[config.mk]
export PLATFORM = sky130hd
export DESIGN_NAME = ifetch_ctrl
export DESIGN_NICKNAME = d
export VERILOG_FILES = /design/src/rtl/ifetch_pkg.sv /design/src/rtl/ifetch_queue.sv /design/src/rtl/ifetch_ctrl.sv
export SDC_FILE = /design/constraint.sdc
export NUM_CORES = 1
export LEC_CHECK = 0
export ABC_AREA = 1
export CAP_MARGIN = 20
export CORE_MARGIN = 1.5
export CORE_UTILIZATION = 30
export DETAILED_ROUTE_END_ITERATION = 7
export GPL_ROUTABILITY_DRIVEN = 0
export GPL_TIMING_DRIVEN = 0
export SLEW_MARGIN = 5
export SYNTH_ARGS = -nofsm -noshare
export SYNTH_HDL_FRONTEND = slang
export SYNTH_SLANG_ARGS = --single-unit
[constraint.sdc]
create_clock -name clk -period 3.1 [get_ports clk]
set_input_delay 0.465 -clock clk [delete_from_list [all_inputs] [get_ports clk]]
set_output_delay 0.465 -clock clk [all_outputs]
set_load 0.02 [all_outputs]
[src/rtl/ifetch_pkg.sv]
// Shared types and constants for the instruction-fetch sequencer.
package ifetch_pkg;

  localparam int PC_W_DEF    = 8;
  localparam int INSTR_W_DEF = 32;
  localparam int PC_STEP     = 4;

  typedef enum logic [1:0] {
    ST_IDLE = 2'd0,
    ST_RUN  = 2'd1,
    ST_HALT = 2'd2
  } state_t;

endpackage

[src/rtl/ifetch_queue.sv]
// Two-entry {instr, pc} FIFO with registered head and synchronous flush.
// The head registers keep their last contents when the queue empties.
module ifetch_queue
  import ifetch_pkg::*;
#(
  parameter int PC_W    = PC_W_DEF,
  parameter int INSTR_W = INSTR_W_DEF
) (
  input  logic               clk,
  input  logic               rst,
  input  logic               i_push,
  input  logic [INSTR_W-1:0] i_push_instr,
  input  logic [PC_W-1:0]    i_push_pc,
  input  logic               i_pop,
  input  logic               i_flush,
  output logic [1:0]         o_count,
  output logic               o_valid,
  output logic [INSTR_W-1:0] o_head_instr,
  output logic [PC_W-1:0]    o_head_pc
);

  logic [1:0]         r_count;
  logic               r_valid;
  logic [INSTR_W-1:0] r_head_instr;
  logic [PC_W-1:0]    r_head_pc;
  logic [INSTR_W-1:0] r_tail_instr;
  logic [PC_W-1:0]    r_tail_pc;

  always_ff @(posedge clk) begin
    if (rst) begin
      r_count      <= 2'd0;
      r_valid      <= 1'b0;
      r_head_instr <= '0;
      r_head_pc    <= '0;
    end else if (i_flush) begin
      r_count <= 2'd0;
      r_valid <= 1'b0;
    end else begin
      case ({i_push, i_pop})
        2'b10: begin
          if (r_count == 2'd0) begin
            r_head_instr <= i_push_instr;
            r_head_pc    <= i_push_pc;
            r_count      <= 2'd1;
            r_valid      <= 1'b1;
          end else if (r_count == 2'd1) begin
            r_tail_instr <= i_push_instr;
            r_tail_pc    <= i_push_pc;
            r_count      <= 2'd2;
          end
        end
        2'b01: begin
          if (r_count == 2'd2) begin
            r_head_instr <= r_tail_instr;
            r_head_pc    <= r_tail_pc;
            r_count      <= 2'd1;
          end else if (r_count == 2'd1) begin
            r_count <= 2'd0;
            r_valid <= 1'b0;
          end
        end
        2'b11: begin
          // Occupancy unchanged: the tail (or the new word) moves up to the head.
          if (r_count == 2'd2) begin
            r_head_instr <= r_tail_instr;
            r_head_pc    <= r_tail_pc;
            r_tail_instr <= i_push_instr;
            r_tail_pc    <= i_push_pc;
          end else if (r_count == 2'd1) begin
            r_head_instr <= i_push_instr;
            r_head_pc    <= i_push_pc;
          end
        end
        default: ;
      endcase
    end
  end

  assign o_count      = r_count;
  assign o_valid      = r_valid;
  assign o_head_instr = r_head_instr;
  assign o_head_pc    = r_head_pc;

endmodule

[src/rtl/ifetch_ctrl.sv]
// Fetch sequencer: IDLE/RUN/HALT FSM, program counter and redirect handling.
// Optional misaligned-redirect trap enabled by defining IFETCH_MISALIGN_TRAP_EN.
module ifetch_ctrl
  import ifetch_pkg::*;
#(
  parameter int              PC_W     = PC_W_DEF,
  parameter int              INSTR_W  = INSTR_W_DEF,
  parameter logic [PC_W-1:0] RESET_PC = '0
) (
  input  logic               clk,
  input  logic               rst,
  input  logic               start,
  input  logic               halt_req,
  output logic [PC_W-1:0]    imem_pc,
  input  logic [INSTR_W-1:0] imem_instr,
  input  logic               redirect_valid,
  input  logic [PC_W-1:0]    redirect_pc,
  output logic               ins_valid,
  input  logic               ins_ready,
  output logic [INSTR_W-1:0] ins_data,
  output logic [PC_W-1:0]    ins_pc,
  output logic               busy,
  output logic               misalign_err
);

  state_t          r_state;
  logic            r_busy;
  logic [PC_W-1:0] r_fetch_pc;

  logic [1:0]      w_count;
  logic            w_pop;
  logic            w_push;
  logic [PC_W-1:0] w_redirect_pc;

  assign w_pop         = ins_valid & ins_ready;
  assign w_push        = (r_state == ST_RUN) & ~redirect_valid & ~halt_req &
                         ((w_count != 2'd2) | w_pop);
  assign w_redirect_pc = redirect_pc & ~PC_W'(3);

`ifdef IFETCH_MISALIGN_TRAP_EN
  logic r_misalign;
  logic w_misalign;
  assign w_misalign   = redirect_valid & (redirect_pc[1:0] != 2'b00);
  assign misalign_err = r_misalign;
`else
  assign misalign_err = 1'b0;
`endif

  always_ff @(posedge clk) begin
    if (rst) begin
      r_state    <= ST_IDLE;
      r_busy     <= 1'b0;
      r_fetch_pc <= RESET_PC;
`ifdef IFETCH_MISALIGN_TRAP_EN
      r_misalign <= 1'b0;
`endif
    end else begin
      if (redirect_valid)
        r_fetch_pc <= w_redirect_pc;
      else if (w_push)
        r_fetch_pc <= r_fetch_pc + PC_W'(PC_STEP);

      case (r_state)
        ST_RUN: begin
          if (halt_req) begin
            r_state <= ST_HALT;
            r_busy  <= 1'b0;
          end
        end
        ST_IDLE, ST_HALT: begin
          if (start) begin
            r_state <= ST_RUN;
            r_busy  <= 1'b1;
`ifdef IFETCH_MISALIGN_TRAP_EN
            r_misalign <= 1'b0;
`endif
          end
        end
        default: begin
          r_state <= ST_IDLE;
          r_busy  <= 1'b0;
        end
      endcase

`ifdef IFETCH_MISALIGN_TRAP_EN
      // A trap outranks any start seen in the same cycle.
      if (w_misalign) begin
        r_misalign <= 1'b1;
        r_state    <= ST_HALT;
        r_busy     <= 1'b0;
      end
`endif
    end
  end

  ifetch_queue #(
    .PC_W    (PC_W),
    .INSTR_W (INSTR_W)
  ) u_queue (
    .clk          (clk),
    .rst          (rst),
    .i_push       (w_push),
    .i_push_instr (imem_instr),
    .i_push_pc    (r_fetch_pc),
    .i_pop        (w_pop),
    .i_flush      (redirect_valid),
    .o_count      (w_count),
    .o_valid      (ins_valid),
    .o_head_instr (ins_data),
    .o_head_pc    (ins_pc)
  );

  assign imem_pc = r_fetch_pc;
  assign busy    = r_busy;

endmodule

=== After elaboration in Yosys (flattened, before gate mapping) ===
Cells that the tools add are included.
W data, S select, Z words.

* Memory bits (read-only): 0
* Memories: 0
* Input bits: 46
* Logic and storage cells: 85
* Bits in writable memories: 0
* Bits in latches: 0
* Output and inout bits: 51
* Register bits after elaboration: 94

* Multiply operators: 0
* $add $sub $neg: 1
* Equality and inequality tests: 20
* Bitwise operators: 8
* Shift-type cells: 0
* Reductions and logical operators: 13
* Multiplexer cells: 33
* Order comparisons: 0
* Divide/modulo/power cells: 0

{| class="wikitable"
|+ Operators with widths
! cell !! number
|-
| $mux W32 || 6
|-
| $pmux W32 S3 || 1
|-
| $mux W8 || 8
|-
| $pmux W32 S2 || 1
|-
| $pmux W8 S3 || 1
|-
| $pmux W8 S2 || 1
|-
| $mux W2 || 6
|-
| $ne A2 B1 Y1 const B || 5
|-
| $ne A2 B2 Y1 const B || 5
|-
| $ne A3 B1 Y1 const B || 3
|-
| $add A8 B3 Y8 const B || 1
|-
| $eq A2 B2 Y1 const B || 4
|-
| $pmux W2 S2 || 2
|-
| $eq A2 B1 Y1 const B || 3
|-
| $reduce_and A6 Y1 || 1
|-
| $reduce_bool A2 Y1 || 3
|-
| $mux W1 || 5
|-
| $reduce_and A5 Y1 || 1
|-
| $and A1 B1 Y1 || 4
|-
| $logic_not A2 Y1 || 2
|-
| $pmux W1 S2 || 2
|-
| $reduce_and A4 Y1 || 1
|-
| $reduce_or A2 Y1 || 2
|-
| $not A1 Y1 || 3
|-
| 4 further kinds || 4
|}

=== Longest topological paths before layout ===
Gate-level depths: netlist of the first run.

* Depth after elaboration: 7
* Depth in mapped cells: 11
* Mapped depth without buffers: 9

=== Hierarchy ===
From an unflattened synthesis of the first run, not the netlist that was laid out.

* Cell total of the unflattened synthesis: 562
* Area total of the unflattened synthesis: 4321.6 um^2

{| class="wikitable"
|+ By module, submodules not included
! module !! instances !! sequential area each (um^2) !! cells each !! area an instance (um^2)
|-
| ifetch_queue || 1 || 2062.0 || 479 || 3739.8
|-
| ifetch_ctrl || 1 || 180.2 || 83 || 581.8
|}

=== Worst setup path after synthesis of the first run ===
OpenSTA, ideal clock, no wires.

* Path type: register -> register
* Start: register u_queue.r_valid (netlist: u_queue.o_valid)
* End: register u_queue.r_tail_instr[0], enable pin
* Required time: 2.707 ns
* Stages on the path, launching flop included: 6
* Library setup time: 0.393 ns
* Path buffers: 1
* Data arrival time: 1.880 ns
* Slack: 0.827 ns
* Cell sequence: dfxtp_1 > nand2_1 > clkbuf_1 > a21oi_1 > o211ai_1 > inv_1

* Longest elaborated chain between the ends: 6

{| class="wikitable"
|+ RTL lines
! element !! line !! source
|-
| from (decl) || ifetch_queue.sv:23 || <nowiki>logic r_valid;</nowiki>
|-
| from (signal assigned) || ifetch_queue.sv:32 || <nowiki>r_valid <= 1'b0;</nowiki>
|-
| from (signal assigned) || ifetch_queue.sv:37 || <nowiki>r_valid <= 1'b0;</nowiki>
|-
| from (signal assigned) || ifetch_queue.sv:45 || <nowiki>r_valid <= 1'b1;</nowiki>
|-
| $and A1 B1 Y1 * || ifetch_ctrl.sv:35 || <nowiki>assign w_pop = ins_valid & ins_ready;</nowiki>
|-
| $or A1 B1 Y1 || ifetch_ctrl.sv:37 || <nowiki>((w_count != 2'd2) | w_pop);</nowiki>
|-
| $and A1 B1 Y1 || ifetch_ctrl.sv:36 || <nowiki>assign w_push = (r_state == ST_RUN) & ~redirect_valid & ~halt_req &</nowiki>
|-
| $eq A2 B2 Y1 || ifetch_queue.sv:39 || <nowiki>case ({i_push, i_pop})</nowiki>
|-
| $ne A2 B1 Y1 (no line), or another cell as far along || - ||
|-
| $reduce_and A6 Y1 (no line) * || - ||
|-
| to (signal assigned) || ifetch_queue.sv:47 || <nowiki>r_tail_instr <= i_push_instr;</nowiki>
|-
| to (signal assigned) || ifetch_queue.sv:67 || <nowiki>r_tail_instr <= i_push_instr;</nowiki>
|-
| to (decl) || ifetch_queue.sv:26 || <nowiki>logic [INSTR_W-1:0] r_tail_instr;</nowiki>
|}

Every way passes the cells marked *; elsewhere a longest branch is shown, timed or not.
A chain may end at the register's enable or synchronous reset.

=== Worst setup path in the final report of the first run ===
* Start: input ins_ready
* End: register u_queue.r_tail_instr[5], enable pin

* Longest elaborated chain between the ends: 6

{| class="wikitable"
|+ RTL lines
! element !! line !! source
|-
| from (decl) || ifetch_ctrl.sv:19 || <nowiki>input logic ins_ready,</nowiki>
|-
| $and A1 B1 Y1 * || ifetch_ctrl.sv:35 ||
|-
| $or A1 B1 Y1 || ifetch_ctrl.sv:37 ||
|-
| $and A1 B1 Y1 || ifetch_ctrl.sv:36 ||
|-
| $eq A2 B2 Y1 || ifetch_queue.sv:39 ||
|-
| $ne A2 B1 Y1 (no line), or another cell as far along || - ||
|-
| $reduce_and A6 Y1 (no line) * || - ||
|}

Marked as above.

==> run metrics, run 1 <==
Reg2Reg Setup Slack=between 800 and 900 ps; crit-path max cell delay=450 ps; Hold Path Stages=2; Clk network pwr share=approximately two fifths; Setup crit start kind=input pin; Post-Syn Area=4670 um2; sequential area share after synthesis=45.9%; relative slew slack=61.6%; post-synthesis average cell area=6.87 um2; io pins=97; Hold Buf Count CTS=0; final hold vios=0; power share of the combinational group=14.6%; critical path peak fanout=25; ys flop type=dfxtp_1; maximum VDD drop=246 uV; WP buf/inv=4; # resized after CTS=0; Internal=just over 0.002 W; Synth top cells by count=284 x nand2_1, 86 x nor2_1, 81 x nand3_1; top cells by area, synth=edfxtp_1 24%, nand2_1 23%, dfxtp_1 21%, nand3_1 8.7%, nor2_1 6.9%; CP max stage cell=clkdlybuf4s50_1; setup violators final=0; vias in the first global route=4,027; pre-CTS setup slack=between 300 and 400 ps; Die W=128 um; antenna cells=0; hold crit path type=reg2reg; wirelength, routed=roughly 13 mm; critical path capture point type=register; Avg Vias per Cell=4.55; number of stages on the worst setup path=7; crit path launch=ins_ready; row cnt=45; CTS buffer count=9; most frequent cell after synthesis=nand2_1; fin crit share=77.1%; Remaining DRCs=0; Slew @ Worst Pin=575 ps; PD cells=444 nW/um2; CP arrival=2430 ps; skew final=5.92 ps; switching pwr=0.000686 W; placed cell count=just under 1,000; largest net degree at the start of global routing=26; Num Clock Sinks=88; R2R cell count=6; CTS root buf=clkbuf_16; Initial DRT Pass Iterations=5; CTS tree=built; number of synthesized flops with an enable pin=38; register bit count reported by yosys=88; Die Y=approximately 130 um; setup ws final=709 ps; worst hold start=r_state[1]$_SDFFE_PP0P_; hpwl dp=8.79 mm; Max-Cap Viols=0; Static Leak=around 2.7 nW; initial antenna violation count=0; first-pass GRT wire length=20.7 mm; Core ar.=about 15,000 um2; worst hold path endpoint=r_state[1]$_SDFFE_PP0P_; final cell count without fillers=977; Avg WL per Cell=13.2 um; r2r startpoint=u_queue.o_valid$_SDFFE_PP0P_; Die Footprint=around 16,000 um2; via count=4,442; fin. max-slew vios=0; CP top delay family=buffers and inverters; Starting Density=between 30% and 40%; CP required=between 3000 and 4000 ps; cells after synthesis=680; Worst-path clk slew=60 ps; Cell variety after synth=27; H-Tree Depth=3; Detailed Route Iter0 Violations=roughly 280; CTS max path bufs=2; Synth Warn #=0; area grow syn2layout=30.5%; All-Layer GR Usage=16.3%; port buffer count=88; layout cells sized above 1=around 6.6%; antenna-violating nets left=0; fillers=1,620; status=completed; Reg-to-Reg End=u_queue.r_tail_instr[5]$_DFFE_PP_; fmax=418 MHz; Yosys top cell area share=24.4%; Worst-Skew Late Latency=350 ps; Flop pwr share=47.1%; Period minus WS final=2390 ps; most area-hungry cell type in the Yosys netlist=edfxtp_1; critical path class=in2reg; switch share=25.3%; RSZ-0062 raised after global routing=no; critical path cell sequence=clkdlybuf4s50_1, nand2_1, clkbuf_1, a21oi_1, o211ai_1, inv_2, buf_12; post-CTS setup buffers=0; post-synthesis async set-or-reset flop share=0%; # nets final=between 800 and 900; Overflow after GRT=0
[sequential cells by signal (all words and copies together), names as in the netlist]
signal / count
u_queue.r_tail_pc: 6
u_queue.o_valid: 1
imem_pc: 6
u_queue.o_head_pc: 6
u_queue.r_tail_instr: 32
r_state: 2
u_queue.o_head_instr: 32
u_queue.o_count: 2
busy: 1
[cells in the final DEF (no fill, tap or decap), types with 12 or more instances in the layout]
cell,Yosys,layout
nand2_1,284,284
clkdlybuf4s50_1,0,88
nor2_1,86,86
nand3_1,81,81
dfxtp_1,50,50
inv_1,50,49
edfxtp_1,38,38
clkbuf_1,15,20
o21ai_0,14,14
buf_2,12,12
[final cells by class]
| type | instances | area, um2 | area share (%) |
|---|---|---|---|
| Timing Repair Buffer | 89 | 901 | 14.8 |
| Multi-Input combinational cell | 499 | 2090 | 34.2 |
| Buffer | 42 | 248 | 4.07 |
| Tap cell | 188 | 235 | 3.86 |
| Sequential cell | 88 | 2140 | 35.2 |
| Inverter | 55 | 209 | 3.43 |
| Clock buffer | 16 | 272 | 4.46 |
[power groups by stage]
stage               sequential, W  combinational (W)  clock (W)
floorplan                 0.00134           0.000183          0
global placement          0.00130           0.000396          0
detailed placement        0.00130           0.000398          0
CTS                       0.00127           0.000400    0.00106
global route              0.00128           0.000440    0.00110
finish                    0.00127           0.000396    0.00104
[metal layers]
metal / wire length [um] / share of wire (%) / track usage, %
met5: 0 / 0 / 0
met4: 258 / 2.0 / 6.61
met3: 690 / 5.3 / 2.80
met2: 5700 / 44 / 25.4
met1: 6260 / 48 / 22.6
[metrics by stage]
step / hold WS (ps) / TNS [ps] / power, W / utilization (%) / area (um2)
floorplan: 460 / 0 / 0.00152 / - / 4680
global placement: 477 / -16590 / 0.00170 / 38.2 / 5800
detailed placement: 488 / 0 / 0.00170 / 38.3 / 5820
CTS: 497 / 0 / 0.00274 / 40.1 / 6090
global route: 522 / 0 / 0.00282 / 40.1 / 6090
finish: 489 / 0 / 0.00271 / 40.1 / 6090
[logic make-up (layout without fill, tap and decap cells)]
family | count (synthesis) | after routing | synth area share [%]
and+or+nand+nor | 463 | 463 | 40.3
buffers and inverters | 97 | 202 | 9.78
DFF | 88 | 88 | 45.9
AOI/OAI and AO/OA | 26 | 26 | 2.89
xor gates and xnor gates | 2 | 2 | 0.375
muxes | 2 | 2 | 0.429
adders and majority gates | 1 | 1 | 0.268
other | 1 | 5 | 0.0803
[worst min-delay path, cell delays in order (launching register included)]
cell,delay [ps]
dfxtp_1,320
nand2_1,70
a21oi_1,50
[how the worst max path moves through the flow]
stage	endpoint	slack, ps
CTS	u_queue.r_tail_instr[10]$_DFFE_PP_	700
global route	u_queue.r_tail_instr[10]$_DFFE_PP_	490
floorplan	u_queue.r_tail_instr[0]$_DFFE_PP_	830
detailed placement	u_queue.r_tail_instr[6]$_DFFE_PP_	340
global placement	u_queue.r_tail_instr[6]$_DFFE_PP_	-440
finish	u_queue.r_tail_instr[5]$_DFFE_PP_	710
No activity file was read; power rests on OpenSTA's default activity.
==> run 2: changes to the inputs <==
==> constraint.sdc (replaced) <==
create_clock -name clk -period 2.2 [get_ports clk]
set_input_delay 0.33 -clock clk [delete_from_list [all_inputs] [get_ports clk]]
set_output_delay 0.33 -clock clk [all_outputs]
set_load 0.02 [all_outputs]
==> run 2 against run 1 <==
Compared with the run above: clock power up 33%; sequential cell count unchanged; cell count up 0.51%; utilization up 0.16 points; routed wire length up 0.16%; design area up 0.39%; register-to-register slack worse by 680 ps; highest routed layer unchanged; combinational power up 40%; via count up 0.14%; global-route usage up 0.21 points.
==> run metrics, run 2 (synthesis results as in run 1) <==
status=completed; fin util=40.2% (+0.16 points); Clk network pwr share=36.9% (-1.4 points); fin crit share=93.0%; first-pass GRT wire length=20.8 mm (+0.40%); worst hold slack=365 ps (-124 ps); Die Footprint=16,300 um2 (unchanged); setup violators final=0 (unchanged); area grow syn2layout=31.0%; fmax=489 MHz; Initial DRT Pass Iterations=5 (unchanged); Avg WL per Cell=13.2 um (-0.35%); relative slew slack=60.5% (-1.1 points); CTS max path bufs=2 (unchanged); maximum VDD drop=358 uV (+46%); end of the critical path=u_queue.r_tail_instr[10]$_DFFE_PP_; layout cells sized above 1=7.18% (+0.59 points); Core ar.=15,200 um2 (unchanged); H-Tree Depth=3 (unchanged); row cnt=45 (unchanged); Final Cell Area=6120 um2 (+0.39%); r2r startpoint=u_queue.o_valid$_SDFFE_PP0P_; hold crit path type=in2reg; All-Layer GR Usage=16.5% (+0.21 points); Period minus WS final=2050 ps; Avg Vias per Cell=4.53 (-0.37%); initial antenna violation count=0 (unchanged); Slew @ Worst Pin=592 ps (+16.8 ps); via count=4,448 (+0.14%); Hold Buf Count CTS=0 (unchanged); hpwl dp=8.59 mm (-2.3%); Worst-path clk slew=60 ps (about the same); Overflow after GRT=0 (unchanged); Remaining DRCs=0 (unchanged); power share of the combinational group=14.9% (+0.3 points); crit path launch=ins_ready; Worst-Skew Late Latency=350 ps (about the same); Die W=128 um (unchanged); CP arrival=2100 ps (-330 ps); CTS tree=built; Internal=0.00278 W (+38%); switch share=25.4% (+0.077 points); Die Y=128 um (unchanged); Max-Cap Viols=0 (unchanged); wirelength, routed=12.9 mm (+0.16%); Flop pwr share=48.2% (+1.1 points); port buffer count=88 (unchanged); Reg2Reg Setup Slack=170 ps (-680 ps); Setup crit start kind=input pin; CTS root buf=clkbuf_16; CP required=2250 ps (-890 ps); antenna cells=0 (unchanged); fin. max-slew vios=0 (unchanged); Detailed Route Iter0 Violations=312 (+10%); CTS buffer count=9 (unchanged); io pins=97 (unchanged); Num Clock Sinks=88 (unchanged); PD cells=610 nW/um2 (+37%); commonest non-fill, non-tap cells in the layout=284 x nand2_1, 88 x clkdlybuf4s50_1, 86 x nor2_1; critical path class=in2reg; critical path capture point type=register; instance area at placement=5800 um2 (-0.28%); Static Leak=2.74 nW (+0.23%); switching pwr=0.000948 W (+38%); largest net degree at the start of global routing=17 (-35%); Starting Density=30.7% (unchanged); most common cell after layout, fill and taps aside=nand2_1; final hold vios=0 (unchanged); # nets final=836 (+0.60%); vias in the first global route=4,008 (-0.47%); critical path peak fanout=12 (-52%); Reg-to-Reg End=u_queue.r_tail_instr[10]$_DFFE_PP_; R2R cell count=7 (+1); antenna-violating nets left=0 (unchanged); skew final=6.19 ps (+0.266 ps); RSZ-0062 raised after global routing=no
==> run 2: worst min-delay path by stage <==
stage                            startpoint  slack [ps]  depth (start not counted)                               to
floorplan                               rst         400                          1                busy$_SDFFE_PP0P_
global placement    r_state[1]$_SDFFE_PP0P_         480                          2          r_state[1]$_SDFFE_PP0P_
detailed placement        busy$_SDFFE_PP0P_         480                          2                busy$_SDFFE_PP0P_
CTS                          redirect_valid         340                          3          imem_pc[2]$_SDFFE_PP0P_
global route                 redirect_valid         370                          3          imem_pc[2]$_SDFFE_PP0P_
finish                       redirect_valid         370                          4  u_queue.o_count[0]$_SDFFE_PP0P_
==> run 2: per-stage QoR <==
stage	setup slack [ps]	total power (W)	cells	TNS [ps]
5_1_grt	39.7	0.00393	982	0
2_1_floorplan	65.1	0.00214	684	0
4_1_cts	104	0.00380	982	0
3_5_place_dp	-985	0.00239	960	-37910
3_3_place_gp	-1010	0.00239	960	-38740
6_report	154	0.00373	982	0
==> run 2: final cells by class <==
cell class | instances | area [um2]
multi-input cells | 499 | 2090
clock inverters | 1 | 5.00
clock buffers | 15 | 248
repair inverters | 1 | 7.51
flip-flops and latches | 88 | 2140
plain buffers | 42 | 249
well taps | 188 | 235
fillers | 1595 | 9090
inverters | 55 | 213
repair buffers | 93 | 931
==> run 2: power groups by stage <==
stage | registers (W) | logic (W) | clock network, W
floorplan | 0.00188 | 0.000258 | 0
global placement | 0.00183 | 0.000556 | 0
detailed placement | 0.00183 | 0.000558 | 0
CTS | 0.00180 | 0.000561 | 0.00144
global route | 0.00180 | 0.000621 | 0.00150
finish | 0.00180 | 0.000556 | 0.00138
==> run 2: repair_timing <==
item | 4_1_cts | 5_1_grt
pin swaps | 1 | 0
endpoints found under the setup margin | 38 | 12
setup buffers | 5 | 0
gates cloned | 1 | 0
endpoints found under the hold margin | 0 | 0
gates resized for setup | 1 | 2
==> run 2: metal layers <==
metal / global-route usage [%] / vias up / part of all wire, %
met5: 0 / - / 0
met4: 6.21 / 0 / 1.8
li1: - / 2334 / -
met1: 22.8 / 1989 / 49
met3: 3.30 / 14 / 4.6
met2: 25.7 / 111 / 44
==> run 2: critical path, cell delays in order <==
cell and delay, ps:
clkdlybuf4s50_1 450, nand2_1 260, clkbuf_2 310, a21oi_1 190, o211ai_1 100, buf_4 180
clkinvlp_4 60, buf_4 200
